==> src/rtl/processor_multiport.sv <==
// Two-cycle (FETCH/EXEC) 12-bit accumulator-style processor with a multiport
// register file, 16-word instruction memory and a debug register read port.
//
// state | meaning
// IDLE  | after reset, waiting for start; imem writable
// FETCH | IR <= imem[PC], PC <= PC+1 (mod 16)
// EXEC  | register write, Z update, taken-branch PC update
// HALT  | program finished; imem writable, start reruns from PC reset value
module processor_multiport #(
  parameter int reg_width      = 12,
  parameter int reg_count      = 16,
  parameter int reg_file_count = 11,
  parameter int IR_width       = 12,
  parameter int Im_width       = 8,
  parameter logic [reg_width-1:0] current_PC_value = 12'h000
) (
  input  logic                         clk,
  input  logic                         reset,
  input  logic                         start,
  input  logic                         imem_we,
  input  logic [$clog2(reg_count)-1:0] imem_addr,
  input  logic [IR_width-1:0]          imem_wdata,
  input  logic [3:0]                   dbg_addr,
  output logic [reg_width-1:0]         dbg_data,
  output logic [reg_width-1:0]         pc_out,
  output logic                         busy,
  output logic                         done
);

  localparam int AW = $clog2(reg_count);
  localparam logic [reg_width-1:0] ONE = reg_width'(1);

  localparam logic [3:0] OP_LDI  = 4'h1;
  localparam logic [3:0] OP_MOV  = 4'h2;
  localparam logic [3:0] OP_ADD  = 4'h3;
  localparam logic [3:0] OP_SUB  = 4'h4;
  localparam logic [3:0] OP_AND  = 4'h5;
  localparam logic [3:0] OP_OR   = 4'h6;
  localparam logic [3:0] OP_XOR  = 4'h7;
  localparam logic [3:0] OP_INC  = 4'h8;
  localparam logic [3:0] OP_DEC  = 4'h9;
  localparam logic [3:0] OP_JMP  = 4'hA;
  localparam logic [3:0] OP_JZ   = 4'hB;
  localparam logic [3:0] OP_JNZ  = 4'hC;
  localparam logic [3:0] OP_NOT  = 4'hD;
  localparam logic [3:0] OP_HALT = 4'hF;

  typedef enum logic [1:0] {
    S_IDLE  = 2'd0,
    S_FETCH = 2'd1,
    S_EXEC  = 2'd2,
    S_HALT  = 2'd3
  } state_t;

  state_t                 state_q, state_d;
  logic [reg_width-1:0]   pc_q, pc_d;
  logic [IR_width-1:0]    ir_q, ir_d;
  logic                   z_q, z_d;
  logic                   busy_q, busy_d;
  logic                   done_q, done_d;
  logic [reg_width-1:0]   regs_q [reg_file_count];
  logic [reg_width-1:0]   regs_d [reg_file_count];
  logic [IR_width-1:0]    imem_q [reg_count];
  logic [IR_width-1:0]    imem_d [reg_count];

  logic [3:0]             op;
  logic [3:0]             rd_idx;
  logic [3:0]             rs_idx;
  logic [Im_width-1:0]    imm;
  logic [reg_width-1:0]   rd_val;
  logic [reg_width-1:0]   rs_val;
  logic [reg_width-1:0]   alu_res;
  logic [3:0]             wr_idx;
  logic                   wr_en;
  logic                   br_taken;
  logic                   prog_phase;

  assign op     = ir_q[IR_width-1:IR_width-4];
  assign rd_idx = ir_q[7:4];
  assign rs_idx = ir_q[3:0];
  assign imm    = ir_q[Im_width-1:0];

  // Indices past the implemented registers read as zero on every port.
  assign rd_val   = (int'(rd_idx)   < reg_file_count) ? regs_q[rd_idx]   : '0;
  assign rs_val   = (int'(rs_idx)   < reg_file_count) ? regs_q[rs_idx]   : '0;
  assign dbg_data = (int'(dbg_addr) < reg_file_count) ? regs_q[dbg_addr] : '0;

  assign pc_out     = pc_q;
  assign busy       = busy_q;
  assign done       = done_q;
  assign prog_phase = (state_q == S_IDLE) || (state_q == S_HALT);

  always_comb begin
    alu_res = '0;
    wr_idx  = rd_idx;
    wr_en   = 1'b1;
    case (op)
      OP_LDI: begin
        alu_res = {{(reg_width-Im_width){1'b0}}, imm};
        wr_idx  = 4'd0;
      end
      OP_MOV:  alu_res = rs_val;
      OP_ADD:  alu_res = rd_val + rs_val;
      OP_SUB:  alu_res = rd_val - rs_val;
      OP_AND:  alu_res = rd_val & rs_val;
      OP_OR:   alu_res = rd_val | rs_val;
      OP_XOR:  alu_res = rd_val ^ rs_val;
      OP_INC:  alu_res = rd_val + ONE;
      OP_DEC:  alu_res = rd_val - ONE;
      OP_NOT:  alu_res = ~rd_val;
      default: wr_en   = 1'b0;
    endcase
  end

  assign br_taken = (op == OP_JMP) || ((op == OP_JZ) && z_q) || ((op == OP_JNZ) && !z_q);

  always_comb begin
    state_d = state_q;
    pc_d    = pc_q;
    ir_d    = ir_q;
    z_d     = z_q;
    regs_d  = regs_q;
    case (state_q)
      S_IDLE, S_HALT: begin
        if (start) begin
          pc_d    = current_PC_value;
          state_d = S_FETCH;
        end
      end
      S_FETCH: begin
        ir_d    = imem_q[pc_q[AW-1:0]];
        pc_d    = {{(reg_width-AW){1'b0}}, pc_q[AW-1:0] + AW'(1)};
        state_d = S_EXEC;
      end
      S_EXEC: begin
        // Z follows every result-producing opcode, even when the write is dropped.
        if (wr_en) begin
          z_d = (alu_res == '0);
          if (int'(wr_idx) < reg_file_count) begin
            regs_d[wr_idx] = alu_res;
          end
        end
        if (br_taken) begin
          pc_d = {{(reg_width-AW){1'b0}}, imm[AW-1:0]};
        end
        state_d = (op == OP_HALT) ? S_HALT : S_FETCH;
      end
      default: state_d = S_IDLE;
    endcase
  end

  assign busy_d = (state_d == S_FETCH) || (state_d == S_EXEC);
  assign done_d = (state_d == S_HALT);

  always_comb begin
    imem_d = imem_q;
    if (imem_we && prog_phase) begin
      imem_d[imem_addr] = imem_wdata;
    end
  end

  always_ff @(posedge clk or negedge reset) begin
    if (!reset) begin
      state_q <= S_IDLE;
      pc_q    <= current_PC_value;
      ir_q    <= '0;
      z_q     <= 1'b0;
      busy_q  <= 1'b0;
      done_q  <= 1'b0;
      regs_q  <= '{default: '0};
    end else begin
      state_q <= state_d;
      pc_q    <= pc_d;
      ir_q    <= ir_d;
      z_q     <= z_d;
      busy_q  <= busy_d;
      done_q  <= done_d;
      regs_q  <= regs_d;
    end
  end

  // Program memory keeps its contents through reset.
  always_ff @(posedge clk) begin
    imem_q <= imem_d;
  end

endmodule

==> config.mk <==
export PLATFORM = sky130hd
export DESIGN_NAME = processor_multiport
export DESIGN_NICKNAME = d
export VERILOG_FILES = /design/src/rtl/processor_multiport.sv
export SDC_FILE = /design/constraint.sdc
export NUM_CORES = 1
export LEC_CHECK = 0
export BUFFER_PORTS_ARGS = -buffer_cell sky130_fd_sc_hd__buf_2
export CAP_MARGIN = 40
export CELL_PAD_IN_SITES_DETAIL_PLACEMENT = 1
export CELL_PAD_IN_SITES_GLOBAL_PLACEMENT = 1
export CORE_AREA = 2 2 218 220
export CTS_BUF_LIST = sky130_fd_sc_hd__clkbuf_4 sky130_fd_sc_hd__clkbuf_8 sky130_fd_sc_hd__clkbuf_16
export CTS_CLUSTER_SIZE = 24
export DETAILED_ROUTE_END_ITERATION = 16
export DIE_AREA = 0 0 220 222
export GPL_ROUTABILITY_DRIVEN = 1
export GPL_TIMING_DRIVEN = 0
export MAX_ROUTING_LAYER = met4
export PLACE_DENSITY_LB_ADDON = 0.15
export SYNTH_ARGS = -nofsm -noshare
export SYNTH_HDL_FRONTEND = slang
export SYNTH_SLANG_ARGS = --single-unit
==> constraint.sdc <==
create_clock -name clk -period 5.3 [get_ports clk]
set_input_delay 0.795 -clock clk [delete_from_list [all_inputs] [get_ports clk]]
set_output_delay 0.795 -clock clk [all_outputs]
set_load 0.01 [all_outputs]
## Yosys cells after proc, flatten, opt, wreduce, memory -nomap -nowiden

Index checks and enable logic that the tools add are counted.
Widths: inputs -> output; s select.

- Register bits after elaboration: 353
- Latch bits: 0
- Bits in writable memories: 0
- ROM bits: 0
- Input bits: 24
- Output and inout port bits: 26
- Logic and storage cells: 129
- Memories: 0

- Add/subtract/negate cells: 5
- Multipliers: 0
- Div/mod/pow operators: 0
- Order comparisons: 12
- Eq/ne operators: 22
- Shift-type cells: 0
- Mux-type cells: 30
- Bitwise gates (word level): 10
- Reductions and logical operators: 17

Operator list:

| kind | number |
|---|---|
| $bmux 12 s4 | 4 |
| $bwmux 192 | 1 |
| $mux 12 | 15 |
| $bwmux 132 | 1 |
| $pmux 12 s10 | 1 |
| $demux 12 s4 | 2 |
| $pmux 12 s3 | 1 |
| $ge 5x5->1 const B | 6 |
| $not 4->5 | 6 |
| $eq 4x4->1 const B | 7 |
| $eq 4x3->1 const B | 4 |
| $lt 4x4->1 const B | 4 |
| $add 12x1->12 const B | 1 |
| $add 12x12->12 | 1 |
| $and 12x12->12 | 1 |
| $logic_not 12->1 | 1 |
| $not 12->12 | 1 |
| $or 12x12->12 | 1 |
| $sub 12x1->12 const B | 1 |
| $sub 12x12->12 | 1 |
| $xor 12x12->12 | 1 |
| $lt 5x1->1 const B | 2 |
| $reduce_or 10->1 | 1 |
| $eq 2x2->1 const B | 4 |
| other kinds (16) | 28 |

## Depth between registers and ports, before layout

- Word-level depth: 8
- Depth in mapped cells: 23
- Depth with buffers taken out: 19

## Worst setup path after synthesis

OpenSTA, ideal clock, no wires.

- Path kind: reg-to-reg
- Start: reg ir_q[0]
- End: reg regs_q[105] in the netlist's numbering
- Setup time: 137 ps
- Arrival time: 4484 ps
- Data required time: 5163 ps
- Slack: 679 ps
- Cell stages (with the launch flop): 20
- Path buffers: 2
- Period minus slack after synthesis: 4621 ps
- Cell sequence: dfrtp_1 -> buf_6 -> mux4_2 -> or2_0 -> a32oi_2 -> ha_1 -> nor2_1 -> a21oi_1 -> o221ai_1 -> ha_1 -> nor2b_1 -> o31a_1 -> o31ai_1 -> a21oi_1 -> a21oi_1 -> nor4_1 -> a41o_1 -> a211oi_1 -> clkbuf_1 -> a21oi_1

- Word-level cells in the longest chain between the ends: 8
- Elaborated cells on any way between the ends: 13
- Classes of those cells: 2 x add/sub; 1 x order compare; 6 x mux; 4 x bitwise

RTL lines:

| element | line | source |
|---|---|---|
| from (decl) | 57 | `logic [IR_width-1:0] ir_q, ir_d;` |
| from (signal assigned) | 174 | `ir_q <= ir_d;` |
| $not 4->5 (not written as such) | 85 | `assign rs_val = (int'(rs_idx) < reg_file_count) ? regs_q[rs_idx] : '0;` |
| $bmux 12 s4 | 85 |  |
| $mux 12 (not written as such) (2 in series) | 85 |  |
| $mux 12 * | 85 |  |
| $sub 12x12->12 (tied with other cells) | 104 | `OP_SUB: alu_res = rd_val - rs_val;` |
| $pmux 12 s10 * | 97 | `case (op)` |
| $bwmux 132 * | 140 | `regs_d[wr_idx] = alu_res;` |
| to (signal assigned) | 178 | `regs_q <= regs_d;` |
| to (decl) | 61 | `logic [reg_width-1:0] regs_q [reg_file_count];` |

Every way passes the cells marked *; elsewhere a longest branch is shown, timed or not. The select of a mux whose other input is x is not followed.
A chain may end at the register's enable or synchronous reset.

## Worst setup path in the final report

- Start: reg ir_q[0]
- End: reg regs_q[95] in the netlist's numbering

Same word-level chain as after synthesis.

==> results.json <==
{
  "gp_congestion": 0.873,
  "grt_usage_pct": 25.7,
  "cp-end-kind": "register",
  "die_h_um": 222,
  "worst_pin_slew_ns": 0.928,
  "synth_ff_type": "edfxtp_1",
  "critPathSlowestCell": "mux4_2",
  "setup_viol": 0,
  "ys.warnings.count": 0,
  "worstSetupPathType": "reg -> reg",
  "status": "finished clean",
  "grt.overflow.total": 0,
  "synth_seq_area_share_pct": 52.2,
  "drt_wl_total_um": 59800,
  "avgRoutedWirePerCell_um": 27.7,
  "maxSlewViolCount": 0,
  "combPwrFrac_pct": 56.8,
  "p_switching_uw": 6480,
  "p_leak_uw": 0.00827,
  "swShare_pct": 44.6,
  "syn_area_per_cell_um2": 13.3,
  "layout_commonest_cell": "edfxtp_1",
  "nets": 1592,
  "dieWidth_um": 220,
  "drv_cap": 0,
  "crit_chain": "buf_12, mux4_2, or2_1, a32oi_4, ha_4, nor2_1, a21oi_1, o221ai_2, ha_1, nor2b_1, o31a_1, o31ai_4, a2111oi_2, o21ai_1, a21oi_1, and2_1, mux2i_1, a22oi_2, buf_4, buf_6, mux2_4",
  "relSlewSlack_pct": 38.1,
  "h-tree-depth": 2,
  "worstPathArrival_ns": 5.53,
  "peakVddDrop_mv": 0.416,
  "cts.clk_slew.worst_paths_ns": 0.06,
  "dp_hpwl_um": 43900,
  "synthCells": 1378,
  "firstDrtPassIters": 4,
  "grt_pass1_vias": 13333,
  "hold_viol_final": 0,
  "ys_ff_latch": 345,
  "critPathMaxStageDelay_ns": 0.52,
  "synth_cell_types": 77,
  "drtAntennaViolNets": 0,
  "min_period_ns": 5.09,
  "dp.cells": 2081,
  "grt_max_degree": 118,
  "start_util_pct": 39.7,
  "powerDensity_nw_per_um2": 676,
  "cts_tree": "yes",
  "timing.hold.ws_ns": 0.108,
  "cts_buffer_depth": 3,
  "core_area_um2": 46300,
  "cpMostUsedCell": "a21oi_1",
  "syn_area_um2": 18400,
  "num_rows": 79,
  "p_seq_share_pct": 25.9,
  "root_buffer": "clkbuf_16",
  "most-common-layout-cells": "edfxtp_1 (192), nor2_1 (154), dfrtp_1 (151)",
  "crit_fanout": 10,
  "layoutNonFillerInstCount": 2161,
  "grt_pass1_wl_um": 89000,
  "required_ns": 5.73,
  "drtIter0Drc": 964,
  "min_path_type": "in -> async",
  "p_int_uw": 8060,
  "area_growth_pct": 17.0,
  "avgViaCountPerCell": 5.94,
  "ios": 50,
  "layout-drive-gt1-share_pct": 29.4,
  "max_freq_mhz": 196,
  "die_area_um2": 48800,
  "portBuffers": 40,
  "cts_sinks": 345,
  "vias": 12833,
  "clock_latency_ns": 0.56,
  "ff2ff_setup_slack_ns": 0.21,
  "pwr-share-clk_pct": 17.3,
  "diodes": 0,
  "skew_ns": 0.0139,
  "cts_buffers": 38,
  "synth_edf_count": 192,
  "fin_crit_sh_pct": 96.1,
  "grt_antenna_before_repair": 0,
  "drc": 0,
  "startpoint_type": "register",
  "async_flop_share_pct": 44.3
}
## registers in the layout (all words and copies together), names as in the netlist
name	cells
busy	1
done	1
imem_q	192
ir_q	12
pc_out	4
regs_q	132
state_q	2
z_q	1
## power groups by stage
stage / logic, uW / clock network [uW] / registers (uW)
final: 8260 / 2510 / 3760
after global routing: 8910 / 2670 / 3820
after CTS: 7810 / 2560 / 3730
after detailed placement: 7570 / 0 / 3760
after global placement: 7320 / 0 / 3720
after floorplan: 5110 / 0 / 3620
## cell usage after synthesis, types with 7 or more instances
cell	count	area share, %
mux4_2	126	15
nor2b_1	10	0.34
ha_1	39	2.7
nand2b_1	13	0.44
nand3_1	16	0.44
mux2i_1	79	4.3
dfrtp_1	153	21
nor2_1	164	3.3
clkbuf_1	74	1.5
o21ai_0	36	0.98
o2bb2ai_1	7	0.33
nor3_1	13	0.35
buf_1	11	0.22
o22ai_1	26	0.89
buf_4	11	0.45
edfxtp_1	192	31
inv_1	28	0.57
nand2_1	37	0.76
mux2_2	66	4.0
a21oi_1	130	3.5
a22oi_1	8	0.33
mux2_4	9	0.74
## critical path: cells and delay by family (launching register included)
kind / cells / cell delay (ns)
buf+inv: 3 / 0.49
compound gates: 9 / 1.87
fa+ha+maj: 2 / 0.54
mux: 3 / 0.95
flops: 1 / 0.42
simple gates: 4 / 0.68
## cells by family after synthesis
| logic type | share of synthesized area, % |
|---|---|
| flip-flops | 52.2 |
| AND/OR/NAND/NOR | 7.07 |
| multiplexers | 24.7 |
| AO/OA/AOI/OAI | 9.62 |
| buffers and inverters | 3.31 |
| adder cells (fa/ha/maj) | 2.76 |
| XOR/XNOR | 0.286 |
| other | 0.0204 |
## per-stage QoR
step | area, um^2 | utilization, % | worst slack, ns | setup TNS, ns | total power [uW]
final | 21500 | 46.5 | 0.207 | 0 | 14500
after detailed placement | 20000 | 43.2 | -1.25 | -65.64 | 11300
after CTS | 21300 | 46.0 | 0.0161 | 0 | 14100
after global placement | 19400 | 41.9 | -1.21 | -61.12 | 11000
after global routing | 21500 | 46.5 | -0.0331 | -0.203 | 15400
after floorplan | 18400 | - | 0.679 | 0 | 8730
## repair_timing
item                                    in CTS  in global routing
setup buffers                                3                 11
endpoints found under the setup margin      97                 63
hold buffers                                 0                  0
resized for setup                           32                 41
gates cloned                                 0                  1
pin swaps                                    5                 13
## layer usage
metal | global-route usage [%] | wire length [um]
met2 | 38.2 | 27300
met3 | 4.14 | 3160
met4 | 5.65 | 1130
met1 | 37.1 | 28200
met5 | - | 0
## area by class of cell
cell class | instances | area [um^2]
sequential | 345 | 9600
tap | 607 | 759
fill | 4727 | 24800
multi-input combinational | 902 | 8420
clock inverter | 12 | 88.8
timing repair buffer | 105 | 881
buffer | 105 | 556
clock buffer | 54 | 1080
inverter | 31 | 116
## path summary, 6_finish.rpt
kind,start,end,cells after the start
setup / recovery,ir_q[0],regs_q[95],21
hold / removal,reset,regs_q[46],1
setup reg to reg,ir_q[0],regs_q[95],21
hold reg to reg,z_q,z_q,2
max in group asynchronous,reset,ir_q[5],2
min in group clk,z_q,z_q,2
(Power assumes the default switching activity.)
